### src/rtl/keypad_event_scanner_if.sv
// ============================================================================
// Module  : keypad_event_scanner_if
// Purpose : Keypad matrix lines and decoded key-event outputs for the scanner.
// Revision: 1.0  initial release
// ============================================================================
`default_nettype none

interface keypad_event_scanner_if;
    logic [3:0] ROW;
    logic [3:0] COL;
    logic [3:0] key_code;
    logic       key_valid;
    logic       key_held;

    // master is the scanner; slave is the keypad plus the event consumer
    modport master (
        input  ROW,
        output COL,
        output key_code,
        output key_valid,
        output key_held
    );

    modport slave (
        output ROW,
        input  COL,
        input  key_code,
        input  key_valid,
        input  key_held
    );
endinterface

`default_nettype wire

### src/rtl/keypad_event_scanner.sv
// ============================================================================
// Module  : keypad_event_scanner
// Purpose : 4x4 keypad column scanner with sweep-level debounce; one strobe
//           per newly accepted key press, no auto-repeat.
// Revision: 1.0  initial release
// ============================================================================
`default_nettype none

module keypad_event_scanner #(
    parameter int SCAN_DIV        = 100000,
    parameter int DEBOUNCE_SWEEPS = 4
) (
    input wire logic               CLK,
    input wire logic               reset,
    keypad_event_scanner_if.master kp
);

    localparam int               DIV_W      = $clog2(SCAN_DIV);
    localparam int               CNT_W      = $clog2(DEBOUNCE_SWEEPS + 1);
    localparam logic [DIV_W-1:0] C_DIV_LAST = DIV_W'(SCAN_DIV - 1);
    localparam logic [CNT_W-1:0] C_CNT_MAX  = CNT_W'(DEBOUNCE_SWEEPS);

    typedef enum logic [1:0] {
        ST_NONE  = 2'd0,
        ST_KEY   = 2'd1,
        ST_MULTI = 2'd2
    } sweep_t;

    logic [3:0]       r_sync1;
    logic [3:0]       r_sync2;
    logic [DIV_W-1:0] r_div;
    logic [1:0]       r_col;
    logic [3:0]       r_col_drv;
    logic [1:0]       r_npress;
    logic [3:0]       r_acc_code;
    sweep_t           r_cand_kind;
    logic [3:0]       r_cand_code;
    sweep_t           r_stable_kind;
    logic [3:0]       r_stable_code;
    logic [CNT_W-1:0] r_match;
    logic [3:0]       r_key_code;
    logic             r_key_valid;
    logic             r_key_held;

    logic             w_win_end;
    logic [2:0]       w_col_cnt;
    logic [1:0]       w_col_row;
    logic [2:0]       w_sum;
    logic [1:0]       w_npress_next;
    logic [3:0]       w_code_next;
    sweep_t           w_res_kind;
    logic [3:0]       w_res_code;
    sweep_t           w_cand_kind_next;
    logic [3:0]       w_cand_code_next;
    logic [CNT_W-1:0] w_match_next;
    logic             w_accept;

    function automatic logic [3:0] key_lookup(input logic [1:0] row, input logic [1:0] col);
        logic [3:0] c;
        case ({row, col})
            4'h0:    c = 4'h1;
            4'h1:    c = 4'h2;
            4'h2:    c = 4'h3;
            4'h3:    c = 4'hA;
            4'h4:    c = 4'h4;
            4'h5:    c = 4'h5;
            4'h6:    c = 4'h6;
            4'h7:    c = 4'hB;
            4'h8:    c = 4'h7;
            4'h9:    c = 4'h8;
            4'hA:    c = 4'h9;
            4'hB:    c = 4'hC;
            4'hC:    c = 4'h0;
            4'hD:    c = 4'hF;
            4'hE:    c = 4'hE;
            default: c = 4'hD;
        endcase
        return c;
    endfunction

    assign w_win_end = (r_div == C_DIV_LAST);

    // Per-column sample folded into the running sweep tally (count saturates at 2)
    always_comb begin
        w_col_cnt = 3'd0;
        w_col_row = 2'd0;
        for (int j = 3; j >= 0; j--) begin
            if (!r_sync2[j]) begin
                w_col_cnt = w_col_cnt + 3'd1;
                w_col_row = 2'(j);
            end
        end
        w_code_next = r_acc_code;
        if (w_col_cnt == 3'd1) begin
            w_code_next = key_lookup(w_col_row, r_col);
        end
        w_sum         = {1'b0, r_npress} + w_col_cnt;
        w_npress_next = (w_sum >= 3'd2) ? 2'd2 : w_sum[1:0];
    end

    always_comb begin
        case (w_npress_next)
            2'd0:    w_res_kind = ST_NONE;
            2'd1:    w_res_kind = ST_KEY;
            default: w_res_kind = ST_MULTI;
        endcase
        w_res_code = (w_res_kind == ST_KEY) ? w_code_next : 4'h0;

        if ({w_res_kind, w_res_code} == {r_cand_kind, r_cand_code}) begin
            w_cand_kind_next = r_cand_kind;
            w_cand_code_next = r_cand_code;
            w_match_next     = (r_match == C_CNT_MAX) ? r_match : r_match + CNT_W'(1);
        end else begin
            w_cand_kind_next = w_res_kind;
            w_cand_code_next = w_res_code;
            w_match_next     = CNT_W'(1);
        end

        w_accept = (w_match_next == C_CNT_MAX)
                && (w_cand_kind_next != ST_MULTI)
                && ({w_cand_kind_next, w_cand_code_next} != {r_stable_kind, r_stable_code});
    end

    always_ff @(posedge CLK) begin
        if (reset) begin
            r_sync1       <= 4'hF;
            r_sync2       <= 4'hF;
            r_div         <= '0;
            r_col         <= 2'd0;
            r_col_drv     <= 4'b1110;
            r_npress      <= 2'd0;
            r_acc_code    <= 4'h0;
            r_cand_kind   <= ST_NONE;
            r_cand_code   <= 4'h0;
            r_stable_kind <= ST_NONE;
            r_stable_code <= 4'h0;
            r_match       <= '0;
            r_key_code    <= 4'h0;
            r_key_valid   <= 1'b0;
            r_key_held    <= 1'b0;
        end else begin
            r_sync1     <= kp.ROW;
            r_sync2     <= r_sync1;
            r_key_valid <= 1'b0;
            if (w_win_end) begin
                r_div     <= '0;
                r_col     <= r_col + 2'd1;
                r_col_drv <= {r_col_drv[2:0], r_col_drv[3]};
                if (r_col == 2'd3) begin
                    // Sweep boundary: judge the completed sweep, restart the tally
                    r_npress    <= 2'd0;
                    r_acc_code  <= 4'h0;
                    r_cand_kind <= w_cand_kind_next;
                    r_cand_code <= w_cand_code_next;
                    r_match     <= w_match_next;
                    if (w_accept) begin
                        r_stable_kind <= w_cand_kind_next;
                        r_stable_code <= w_cand_code_next;
                        if (w_cand_kind_next == ST_KEY) begin
                            r_key_code  <= w_cand_code_next;
                            r_key_valid <= 1'b1;
                            r_key_held  <= 1'b1;
                        end else begin
                            r_key_held  <= 1'b0;
                        end
                    end
                end else begin
                    r_npress   <= w_npress_next;
                    r_acc_code <= w_code_next;
                end
            end else begin
                r_div <= r_div + DIV_W'(1);
            end
        end
    end

    assign kp.COL       = r_col_drv;
    assign kp.key_code  = r_key_code;
    assign kp.key_valid = r_key_valid;
    assign kp.key_held  = r_key_held;

endmodule

`default_nettype wire

### src/flat_wrapper.sv
// flat-port wrapper written by rule: the top's interface ports become plain ports
module keypad_event_scanner_flat 
#(
    parameter int SCAN_DIV        = 100000,
    parameter int DEBOUNCE_SWEEPS = 4
)
  (CLK, reset, kp_ROW, kp_COL, kp_key_code, kp_key_valid, kp_key_held);
  keypad_event_scanner_if kp_i ();
  input wire logic CLK;
  input wire logic reset;
  input wire logic [$bits(kp_i.ROW)-1:0] kp_ROW;
  output wire logic [$bits(kp_i.COL)-1:0] kp_COL;
  output wire logic [$bits(kp_i.key_code)-1:0] kp_key_code;
  output wire logic [$bits(kp_i.key_valid)-1:0] kp_key_valid;
  output wire logic [$bits(kp_i.key_held)-1:0] kp_key_held;
  assign kp_i.ROW = kp_ROW;
  assign kp_COL = kp_i.COL;
  assign kp_key_code = kp_i.key_code;
  assign kp_key_valid = kp_i.key_valid;
  assign kp_key_held = kp_i.key_held;
  keypad_event_scanner #(.SCAN_DIV(SCAN_DIV), .DEBOUNCE_SWEEPS(DEBOUNCE_SWEEPS)) u_core (.CLK(CLK), .reset(reset), .kp(kp_i));
endmodule
### config.mk
export PLATFORM = sky130hd
export DESIGN_NAME = keypad_event_scanner_flat
export DESIGN_NICKNAME = d
export VERILOG_FILES = /design/src/rtl/keypad_event_scanner_if.sv /design/src/rtl/keypad_event_scanner.sv /design/src/flat_wrapper.sv
export SDC_FILE = /design/constraint.sdc
export NUM_CORES = 1
export LEC_CHECK = 0
export ABC_AREA = 1
export BUFFER_PORTS_ARGS = -buffer_cell sky130_fd_sc_hd__buf_2
export CORE_MARGIN = 1.5
export CORE_UTILIZATION = 30
export CTS_CLUSTER_SIZE = 20
export DETAILED_ROUTE_END_ITERATION = 16
export PLACE_DENSITY = 0.5
export SLEW_MARGIN = 5
export SYNTH_ARGS = -nofsm -noshare
export SYNTH_HDL_FRONTEND = slang
export SYNTH_SLANG_ARGS = --single-unit
### constraint.sdc
create_clock -name CLK -period 6.05 [get_ports CLK]
set_input_delay 0 -clock CLK [delete_from_list [all_inputs] [get_ports CLK]]
set_output_delay 0 -clock CLK [all_outputs]
set_load 0.005 [all_outputs]
==> run_results.csv, run 1 <==
group,metric,value,unit
power_and_ir_drop,leakagePower,1.497,nW
global_route,via_count_of_the_first_global_routing_pass,2721,
logic_synthesis,synthCells,439,
clocking,h-tree-depth,3,
status,result_of_the_run,"completed",
detailed_routing,drt.antenna.violating_nets,0,
detailed_routing,final_wirelength,6.731,mm
logic_synthesis,yosysTopAreaCell,"dfxtp_1",
timing,fmax,270.0,MHz
critical_path,arrival,3980,ps
clocking,clock_sink_count,58,
clocking,cts_tree,"built",
detailed_routing,m1WireLength,3.253,mm
placement,hpwl,4.917,mm
logic_synthesis,synth_area_leaders,"dfxtp_1, nand2_1, inv_1",
logic_synthesis,post_synth_num_cell_types,39,
logic_synthesis,yosys-top-cells-count,"nand2_1, inv_1, dfxtp_1",
critical_path,maximum_single_stage_delay_on_the_critical_path,470,ps
floorplanning,placementRows,37,
floorplanning,die-area,11260,um^2
global_route,globalRouteTotalUtil,13.24,%
timing,report.final.slew_viol_count,0,
timing,setup_viol,0,
logic_synthesis,syn_area_per_cell,7.268,um^2
clocking,total_cts_buffers,9,
placement,placement.io_buffers,15,
critical_path,timing.critical_path.to_type,"flip-flop",
timing,minimum_clock_period,3704,ps
timing,totalNegativeSetupSlack,0,ps
detailed_routing,drt_iter0_drc,92,
final_layout,finalNetCount,479,
detailed_routing,drt_first_pass_iters,5,
detailed_routing,drt-vias-per-instance,4.517,
global_route,initial_antenna_violation_count,0,
min_path,hold_path.class,"input port to flip-flop",
logic_synthesis,postSynthRegisterBits,58,
power_and_ir_drop,vdd_drop_max,114.8,uV
timing,finalHoldViolCount,0,
floorplanning,ios,16,
logic_synthesis,async_flop_share,0,%
critical_path,path_cells,"inv_1, ha_1, inv_1, nand2_1, nand2_1, ha_1, nand2_1, nand2_1, fa_1, inv_1, nand3_4, nor2_8, nand2_2, nand2_1, nand3_2, nor2_4, nand3_2, nor2_2, nand2_2, nor2_4, nand4_1, nand2_1",
timing,grt_setup_unrepaired,"false",
logic_synthesis,synth_flop_cell,"dfxtp_1",
global_route,grt_start_max_net_pins,33,
run,maxCapViolations,0,
final_layout,layout-drive-gt1-share,16.38,%
global_route,grt_pass1_wl,11.82,mm
timing,tightest_slew,963.9,ps
final_layout,antennaDiodeCount,0,
placement,gp_congestion,0.8035,
clocking,cts.root.buffer_cell,"clkbuf_8",
detailed_routing,dr_wl_met2,3.155,mm
logic_synthesis,synth-seq-area-share,36.39,%
critical_path,cp_data_required_time,6330,ps
critical_path,cp-start-kind,"flip-flop",
final_layout,area_delta_synth_final,12.75,%
timing,maxSlewHeadroom,35.67,%
global_route,grt_overflow_total,0,
floorplanning,floorplan.die.width,106.1,um
timing,hold-worst-slack,387.8,ps
clocking,postCtsSetupRepairBufs,0,
logic_synthesis,cell_with_the_most_instances_after_synthesis,"nand2_1",
detailed_routing,avgRoutedWirePerCell,11.22,um
floorplanning,chipHeight,106.1,um
floorplanning,initial_core_utilization,30.91,%
detailed_routing,detail_route.drc_violations,0,
critical_path,most_used_cell_along_the_critical_path,"nand2_1",
clocking,clock_path_buffers,2,
critical_path,critical_path.max_fanout,14,
detailed_routing,met3_wirelength,150,um
timing,post-route-period-util,61.22,%
detailed_routing,highest-signal-layer,"met4",
power_and_ir_drop,power_density,216.9,nW/um^2
clocking,cts_resized,0,
timing,clock-skew-final,8.065,ps
logic_synthesis,synth-warning-count,0,
detailed_routing,routed_via_count,2710,
logic_synthesis,postSynthNetCount,458,
logic_synthesis,synth_edf_count,0,
clocking,worstSkewPairLatency,340,ps
critical_path,slowest_stage,"fa_1",
clocking,clk_transition_reported_paths,60,ps
logic_synthesis,fraction_of_post_synthesis_cell_area_in_the_top_cell_type_by_area,36.39,%
critical_path,criticalPathCategory,"flip-flop to flip-flop",
floorplanning,design.core.area,10320,um^2
logic_synthesis,synth.cell_area,3191,um^2
clocking,post_cts_hold_buffer_count,5,
==> power by group <==
group	switching [W]	internal, W
clock	0.000150	0.000168
combinational	0.0000485	0.0000240
sequential	0.00000349	0.000386
total	0.000202	0.000578
==> critical path: cells and delay by family, from the launching register on <==
kind	cells	cell delay, ps
simple gates	16	1830
fa+ha+maj	3	1120
buf+inv	3	280
flops	1	390
==> cells in the final DEF (no fill, tap or decap), drive strengths merged <==
cell type / netlist / layout
o211ai: 2 / 2
nor2: 44 / 44
dfxtp: 58 / 58
dlygate4sd3: 0 / 5
fa: 1 / 1
clkinvlp: 0 / 1
buf: 4 / 15
nand3b: 2 / 2
inv: 65 / 65
nor3: 7 / 7
clkinv: 0 / 1
a211oi: 1 / 1
a21oi: 23 / 23
a31oi: 1 / 1
clkbuf: 6 / 13
ha: 12 / 12
and2: 1 / 1
nand3: 49 / 49
o21ai: 19 / 19
nand4: 11 / 11
xnor2: 4 / 4
nand2: 105 / 105
xor2: 5 / 5
nor3b: 3 / 3
nor4: 4 / 4
or2: 12 / 12
==> area by class of cell <==
cell class | instances | area [um^2]
Multi-Input combinational cell | 306 | 1720
Timing Repair Buffer | 20 | 125.1
Clock inverter | 2 | 12.51
Sequential cell | 58 | 1161
Tap cell | 136 | 170.2
Clock buffer | 13 | 158.9
Inverter | 65 | 249.0
Fill cell | 1120 | 6726
==> state kept, by name, summed over array words and instances (netlist names), 3 cells and up <==
| signal | cells |
|---|---|
| u_core.r_sync1 | 4 |
| u_core.r_sync2 | 4 |
| u_core.kp.COL | 4 |
| u_core.r_stable_code | 4 |
| u_core.r_match | 3 |
| u_core.r_div | 17 |
| u_core.r_acc_code | 4 |
| u_core.r_cand_code | 4 |
| u_core.kp.key_code | 4 |
==> kinds of logic after synthesis <==
family                   share of synthesized area, %
AND/OR/NAND/NOR                                 38.51
buffers and inverters                           9.686
flip-flops                                      36.39
AO/OA/AOI/OAI                                   7.608
adder cells (fa/ha/maj)                         5.333
XOR/XNOR                                        2.470
==> layer usage <==
| metal | global-route usage (%) | vias up |
|---|---|---|
| met2 | 21.89 | 19 |
| met1 | 15.55 | 1235 |
| met4 | 7.915 | 0 |
| met5 | 0 | - |
| li1 | - | 1443 |
| met3 | 3.066 | 13 |
==> path summary, 6_finish.rpt <==
check / end / slack, ps / cells past startpoint / from
worst min register to register: u_core.r_sync2[2] / 410 / 1 / u_core.r_sync1[2]
worst max register to register: u_core.kp.key_code[2] / 2350 / 22 / u_core.r_sync2[2]
worst max-delay path: u_core.kp.key_code[2] / 2350 / 22 / u_core.r_sync2[2]
worst min-delay path: u_core.r_sync1[3] / 390 / 3 / kp_ROW[3]
==> per-stage QoR <==
step	util, %	setup WS, ps	power, W	instance area, um^2	cells
finish	34.84	2346	0.0007802	3597	600
global route	34.84	1955	0.0008196	3597	600
detailed placement	32.70	2344	0.0004686	3376	580
floorplan	-	2784	0.0004568	3191	439
global placement	32.70	2437	0.0004680	3376	580
CTS	34.84	2350	0.0007960	3597	600
(Power assumes the default switching activity.)
==> run 2: changes to the inputs <==
--- a/config.mk
+++ b/config.mk
@@ -5,13 +5,13 @@
 export SDC_FILE = /design/constraint.sdc
 export NUM_CORES = 1
 export LEC_CHECK = 0
-export ABC_AREA = 1
+export ABC_AREA = 0
 export BUFFER_PORTS_ARGS = -buffer_cell sky130_fd_sc_hd__buf_2
 export CORE_MARGIN = 1.5
 export CORE_UTILIZATION = 30
 export CTS_CLUSTER_SIZE = 20
 export DETAILED_ROUTE_END_ITERATION = 16
-export PLACE_DENSITY = 0.5
+export PLACE_DENSITY = 0.51
 export SLEW_MARGIN = 5
 export SYNTH_ARGS = -nofsm -noshare
 export SYNTH_HDL_FRONTEND = slang
==> constraint.sdc (replaced) <==
create_clock -name CLK -period 3.3 [get_ports CLK]
set_input_delay 0 -clock CLK [delete_from_list [all_inputs] [get_ports CLK]]
set_output_delay 0 -clock CLK [all_outputs]
set_load 0.005 [all_outputs]
==> run 2 against run 1 <==
Against the previous run: critical endpoint is now u_core.r_stable_code[0]; cell count decreased by 5.3%; synthesized area fell by 2.2%; flip-flop and latch count did not move; worst setup slack got worse by 2700 ps; the run now ends with setup timing left; core utilization up 5.5 points; combinational power increased to 3.5 times the previous value; sequential share of layout area down 4.1 points; critical path depth fell by 7; cell area grew 15%.
==> run_results.csv, run 2 <==
group,metric,value,unit
global_route,initial_antenna_violation_count,0,
global_route,grt.met3_usage,3.244,%
critical_path,critical_path.max_fanout,5,
critical_path,critical_path.top_delay_family,"simple AND/OR/NAND/NOR gates",
global_route,grt_pass1_wl,12.48,mm
logic_synthesis,synth_area_leaders,"dfxtp_1, nand2_1, nor2_1",
logic_synthesis,synth_flop_cell,"dfxtp_1",
placement,placement.io_buffers,15,
floorplanning,design.core.area,10230,um^2
status,violations_in_the_final_reports,"setup timing",
critical_path,crit-reg2reg-launch,"u_core.r_sync2[2]",
timing,clock-skew-final,9.740,ps
detailed_routing,avgRoutedWirePerCell,13.04,um
critical_path,crit_path_buffers_inverters,2,
logic_synthesis,synthCells,367,
placement,placement.cell_area,3659,um^2
final_layout,highest_count_cells_in_the_layout_ignoring_fill_and_taps,"dfxtp_1, nand2_1, nor2_1",
detailed_routing,drt_iter0_drc,108,
power_and_ir_drop,power_density,415.1,nW/um^2
critical_path,ff2ff_path_depth,15,
timing,hold-worst-slack,131.6,ps
global_route,grt-busiest-layer,"met2",
logic_synthesis,yosysTopAreaCell,"dfxtp_1",
clocking,clock_sink_count,58,
final_layout,finalInstanceArea,4129,um^2
detailed_routing,drt.antenna.violating_nets,0,
global_route,grt_start_max_net_pins,38,
timing,setup_slack,-345.1,ps
timing,tightest_slew,568.7,ps
power_and_ir_drop,leakagePower,1.628,nW
critical_path,arrival,3870,ps
timing,report.final.slew_viol_count,0,
critical_path,slowest_stage,"or4b_4",
status,result_of_the_run,"finished with violations",
critical_path,startpoint,"u_core.r_sync2[2]",
critical_path,most_used_cell_along_the_critical_path,"ha_4",
timing,grt_setup_unrepaired,"true",
floorplanning,placementRows,37,
critical_path,timing.critical_path.to_type,"flip-flop",
detailed_routing,drt_first_pass_iters,4,
logic_synthesis,async_flop_share,0,%
clocking,clock_path_buffers,2,
global_route,globalRouteTotalUtil,13.99,%
timing,post-route-period-util,110.5,%
detailed_routing,final_wirelength,7.407,mm
logic_synthesis,postSynthNetCount,386,
final_layout,antennaDiodeCount,0,
floorplanning,chipHeight,105.0,um
global_route,gr-usage-met1,18.01,%
critical_path,depth_of_the_critical_timing_path_with_buffers_and_inverters_included,15,
clocking,h-tree-depth,3,
logic_synthesis,synth_edf_count,0,
clocking,total_cts_buffers,9,
timing,maxSlewHeadroom,62.00,%
logic_synthesis,synth-seq-area-share,37.19,%
clocking,clk_transition_reported_paths,80,ps
floorplanning,floorplan.die.width,105.0,um
global_route,use_met2,22.83,%
min_path,hold_path.class,"input port to flip-flop",
floorplanning,ios,16,
final_layout,largest_register_ffs,17,
critical_path,cp_data_required_time,3530,ps
timing,minimum_clock_period,3645,ps
final_layout,utilization_after_layout,40.36,%
critical_path,cp-start-kind,"flip-flop",
critical_path,reg2reg_setup_slack,-350,ps
detailed_routing,drt-vias-per-instance,4.868,
clocking,cts_tree,"built",
global_route,grt_overflow_total,0,
critical_path,path_cells,"inv_2, ha_4, xnor2_4, ha_4, nor2_4, a31o_4, inv_4, fa_2, xnor3_2, nor3b_4, nand2_1, or4b_4, o311a_4, o2111a_2, mux2_4",
floorplanning,die-area,11030,um^2
timing,finalHoldViolCount,0,
logic_synthesis,fraction_of_post_synthesis_cell_area_in_the_top_cell_type_by_area,37.19,%
placement,hpwl,5.337,mm
run,maxCapViolations,0,
min_path,hold_depth,3,
power_and_ir_drop,vdd_drop_max,223.8,uV
logic_synthesis,cell_with_the_most_instances_after_synthesis,"dfxtp_1",
timing,setup_viol,11,
placement,gp_congestion,0.7944,
global_route,via_count_of_the_first_global_routing_pass,2679,
critical_path,maximum_single_stage_delay_on_the_critical_path,540,ps
logic_synthesis,post_synth_num_cell_types,68,
logic_synthesis,syn_area_per_cell,8.506,um^2
final_layout,layout_commonest_cell,"dfxtp_1",
critical_path,criticalPathCategory,"flip-flop to flip-flop",
detailed_routing,detail_route.drc_violations,0,
final_layout,layout-drive-gt1-share,31.25,%
clocking,worstSkewPairLatency,340,ps
logic_synthesis,postSynthRegisterBits,58,
power_and_ir_drop,power_after_layout,0.001714,W
final_layout,finalNetCount,446,
clocking,cts.root.buffer_cell,"clkbuf_8",
final_layout,largest_register,"u_core.r_div",
logic_synthesis,synth.cell_area,3122,um^2
placement,dp_worst_setup_slack,-294.1,ps
timing,fmax,274.3,MHz
logic_synthesis,synth-warning-count,0,
final_layout,area_delta_synth_final,32.26,%
detailed_routing,routed_via_count,2765,
logic_synthesis,yosys-top-cells-count,"dfxtp_1, nand2_1, nor2_1",
min_path,timing.hold.worst.start,"reset",
floorplanning,initial_core_utilization,30.51,%
## run 2: cell types whose count changed in the layout (fill, tap and decap cells not counted), moves of 12 or more
cell | before | now
nand3_1 | 42 | 20
o21ai_0 | 15 | 2
nand2_2 | 13 | 1
inv_1 | 63 | 14
buf_4 | 0 | 39
nand2_1 | 90 | 40
## run 2: metal layers
metal  up-vias  wire (um)
met1      1311       3664
met5         -          0
met3         7        199
met2        31       3462
li1       1416          -
met4         0         80
## run 2: layout make-up
cell class | instances | area (um^2)
Fill cell | 1021 | 6102
Sequential cell | 58 | 1164
Multi-Input combinational cell | 278 | 2034
Tap cell | 136 | 170.2
Timing Repair Buffer | 63 | 467.9
Clock buffer | 9 | 123.9
Clock inverter | 7 | 102.6
Inverter | 17 | 66.31
## run 2: logic make-up (layout without fill, tap and decap cells)
logic type / after synthesis / after routing / synth area share, %
simple gates: 167 / 167 / 26.93
compound gates: 67 / 67 / 16.11
flops: 58 / 58 / 37.19
mux: 12 / 12 / 4.369
fa+ha+maj: 13 / 13 / 5.451
xor+xnor: 19 / 19 / 5.771
buf+inv: 31 / 96 / 4.169
## run 2: power by group
part           internal, W  switching [W]  leakage [nW]
logic             0.000128       0.000123          1.05
registers         0.000707     0.00000634         0.469
clock network     0.000431       0.000318         0.110
total              0.00127       0.000448          1.63
## run 2: path summary, 6_finish.rpt
path                                   to
setup / recovery  u_core.r_stable_code[0]
hold / removal           u_core.kp.COL[1]
setup reg to reg  u_core.r_stable_code[0]
hold reg to reg         u_core.r_sync2[0]
## run 2: stage by stage
stage	setup TNS, ps	instances
2_1_floorplan	-1056	367
3_3_place_gp	-1411	542
3_5_place_dp	-2441	542
4_1_cts	-2595	565
5_1_grt	-4895	568
6_report	-2974	568
## run 2: repair_timing
item | in CTS | in global routing
endpoints found under the hold margin | 4 | 0
resized for setup | 9 | 26
endpoints found under the setup margin | 15 | 15
pin swaps | 1 | 11
buffers inserted | 3 | 3
hold buffers | 4 | 0
## run 2: worst min-delay path, delay by kind of cell
kind	cells	cell delay, ps
buffers and inverters	2	300
and+or+nand+nor	1	130
==> run 3: changes to the inputs <==
--- a/config.mk
+++ b/config.mk
@@ -8,10 +8,10 @@
 export ABC_AREA = 0
 export BUFFER_PORTS_ARGS = -buffer_cell sky130_fd_sc_hd__buf_2
 export CORE_MARGIN = 1.5
-export CORE_UTILIZATION = 30
+export CORE_UTILIZATION = 50
 export CTS_CLUSTER_SIZE = 20
 export DETAILED_ROUTE_END_ITERATION = 16
-export PLACE_DENSITY = 0.51
+export PLACE_DENSITY = 0.75
 export SLEW_MARGIN = 5
 export SYNTH_ARGS = -nofsm -noshare
 export SYNTH_HDL_FRONTEND = slang
==> run 3 against run 2 <==
Against the previous run: the flow still finishes with violations (setup timing); die area down 39%; critical path depth down 3; register-to-register slack better by 70 ps; first-iteration DRC count up 4.6%; non-clock buffer count up 1.
==> run_results.csv, run 3 (synthesis results as in run 2) <==
group,metric,value,unit
timing,setup_viol,11,
power_and_ir_drop,power_density,412.6,nW/um^2
detailed_routing,drt-vias-per-instance,5.614,
floorplanning,die-area,6726,um^2
detailed_routing,final_wirelength,7.336,mm
power_and_ir_drop,power.switching,0.0004383,W
clocking,clock_path_buffers,2,
final_layout,antennaDiodeCount,0,
floorplanning,ios,16,
timing,report.final.slew_viol_count,0,
timing,finalHoldViolCount,0,
global_route,initial_antenna_violation_count,0,
global_route,grt_overflow_total,0,
timing,minimum_clock_period,3575,ps
final_layout,highest_count_cells_in_the_layout_ignoring_fill_and_taps,"dfxtp_1, buf_4, nand2_1",
critical_path,worstReg2RegEnd,"u_core.r_stable_code[0]",
placement,placement.io_buffers,15,
final_layout,utilization_after_layout,65.75,%
min_path,hold_end,"u_core.kp.COL[3]",
final_layout,largest_register,"u_core.r_div",
floorplanning,design.core.area,5991,um^2
clocking,h-tree-depth,3,
global_route,globalRouteTotalUtil,24.27,%
final_layout,layout_commonest_cell,"dfxtp_1",
final_layout,finalInstanceArea,3939,um^2
min_path,timing.hold.worst.start,"reset",
placement,hpwl,5.076,mm
detailed_routing,drt_first_pass_iters,4,
floorplanning,floorplan.die.width,82.02,um
critical_path,reg2reg_setup_slack,-270,ps
detailed_routing,dr_wl_met2,3.574,mm
critical_path,cp_data_required_time,3540,ps
floorplanning,chipHeight,82.02,um
detailed_routing,m1WireLength,3.225,mm
timing,fmax,279.7,MHz
timing,maxSlewHeadroom,69.83,%
power_and_ir_drop,vdd_drop_max,269.0,uV
run,maxCapViolations,0,
status,result_of_the_run,"finished with violations",
timing,grt_setup_unrepaired,"true",
detailed_routing,detail_route.drc_violations,0,
critical_path,crit-reg2reg-launch,"u_core.r_sync2[2]",
critical_path,ff2ff_path_depth,12,
status,violations_in_the_final_reports,"setup timing",
timing,clock-skew-final,8.710,ps
detailed_routing,avgRoutedWirePerCell,14.44,um
timing,tightest_slew,449.3,ps
power_and_ir_drop,leakagePower,1.610,nW
critical_path,timing.critical_path.to_type,"flip-flop",
detailed_routing,drt_iter0_drc,113,
global_route,via_count_of_the_first_global_routing_pass,2735,
floorplanning,initial_core_utilization,52.11,%
placement,dp_worst_setup_slack,-263.6,ps
critical_path,arrival,3820,ps
power_and_ir_drop,pwr-share-clk,42.3,%
final_layout,area_delta_synth_final,26.17,%
power_and_ir_drop,power_after_layout,0.001625,W
power_and_ir_drop,switching_share,26.97,%
power_and_ir_drop,share_comb_of_total_power,13.8,%
final_layout,layout-drive-gt1-share,29.33,%
detailed_routing,highest-signal-layer,"met4",
power_and_ir_drop,internal_power,0.001187,W
clocking,total_cts_buffers,9,
final_layout,finalNetCount,447,
detailed_routing,routed_via_count,2852,
timing,hold-worst-slack,77.73,ps
min_path,hold_depth,3,
floorplanning,placementRows,28,
clocking,clock_sink_count,58,
clocking,clk_transition_reported_paths,80,ps
detailed_routing,drt.antenna.violating_nets,0,
global_route,grt_pass1_wl,12.16,mm
timing,setup_slack,-275.0,ps
critical_path,critical_path.max_fanout,5,
min_path,hold_path.class,"input port to flip-flop",
clocking,cts_tree,"built",
power_and_ir_drop,sequentialPowerShare,43.9,%
clocking,cts.root.buffer_cell,"clkbuf_8",
critical_path,criticalPathCategory,"flip-flop to flip-flop",
timing,post-route-period-util,108.3,%
placement,placement.cell_area,3552,um^2
placement,gp_congestion,0.9076,
final_layout,largest_register_ffs,17,
global_route,grt_start_max_net_pins,38,
critical_path,cp-start-kind,"flip-flop",
clocking,worstSkewPairLatency,350,ps
detailed_routing,met3_wirelength,338,um
## run 3: changes by cell type in the layout (fill, tap and decap cells not counted), moves of 2 or more
cell        before  now
buf_4           39   43
clkinv_4         3    1
buf_6            4    2
o21ai_2          3    1
clkinvlp_4       1    3
nand2_1         40   42
ha_1             8   10
mux2_4           3    5
mux2_2           4    2
## run 3: critical path, stage by stage (launching register included)
cell and delay [ps]:
dfxtp_2 350, inv_2 50, ha_4 240, xnor2_2 130, ha_1 230, or3_1 370, and3_4 200, or4_4 570
nand3_1 100, or4b_4 460, o311a_4 150, o2111a_2 310, mux2_4 300
## run 3: area by class of cell
class                   count  area (um^2)
clock buffers              10        137.6
clock inverters             6        66.31
fillers                   484         2052
inverters                  17        66.31
multi-input cells         278         1951
flip-flops and latches     58         1164
well taps                  75        93.84
repair buffers             64        460.4
## run 3: worst max path at each step
stage                                   end  cells after the start  slack [ps]               from
floorplan           u_core.r_stable_code[0]                     15        -210  u_core.r_sync2[3]
global placement    u_core.r_stable_code[3]                     15        -220  u_core.r_sync2[3]
detailed placement  u_core.r_stable_code[3]                     15        -260  u_core.r_sync2[3]
CTS                 u_core.r_stable_code[3]                     15        -300  u_core.r_sync2[3]
global route          u_core.kp.key_code[0]                     17        -420  u_core.r_sync2[3]
finish              u_core.r_stable_code[0]                     12        -270  u_core.r_sync2[2]
## run 3: power by group through the flow
| stage | clock network, W | logic [W] | registers (W) |
|---|---|---|---|
| 6_report | 0.000688 | 0.000225 | 0.000713 |
| 5_1_grt | 0.000720 | 0.000241 | 0.000714 |
| 4_1_cts | 0.000696 | 0.000218 | 0.000713 |
| 3_5_place_dp | 0 | 0.000199 | 0.000729 |
| 3_3_place_gp | 0 | 0.000196 | 0.000728 |
| 2_1_floorplan | 0 | 0.000131 | 0.000728 |
## run 3: timing repair
item                       in CTS  in global routing
hold endpoints to repair        4                  0
hold buffers                    4                  0
setup buffers                  10                  1
setup endpoints to repair      13                 15
resized for setup               9                  8
pin swaps                       9                 19
## run 3: metal layers
metal	vias to the layer above	track usage [%]
li1	1419	-
met1	1355	28.47
met2	55	40.82
met3	23	5.667
met4	0	12.88
met5	-	0
## run 3: per-stage QoR
step                instances  setup TNS (ps)
floorplan                 367           -1056
detailed placement        477           -2077
global route              508           -4770
finish                    508           -2327
CTS                       507           -2470
global placement          477           -1594
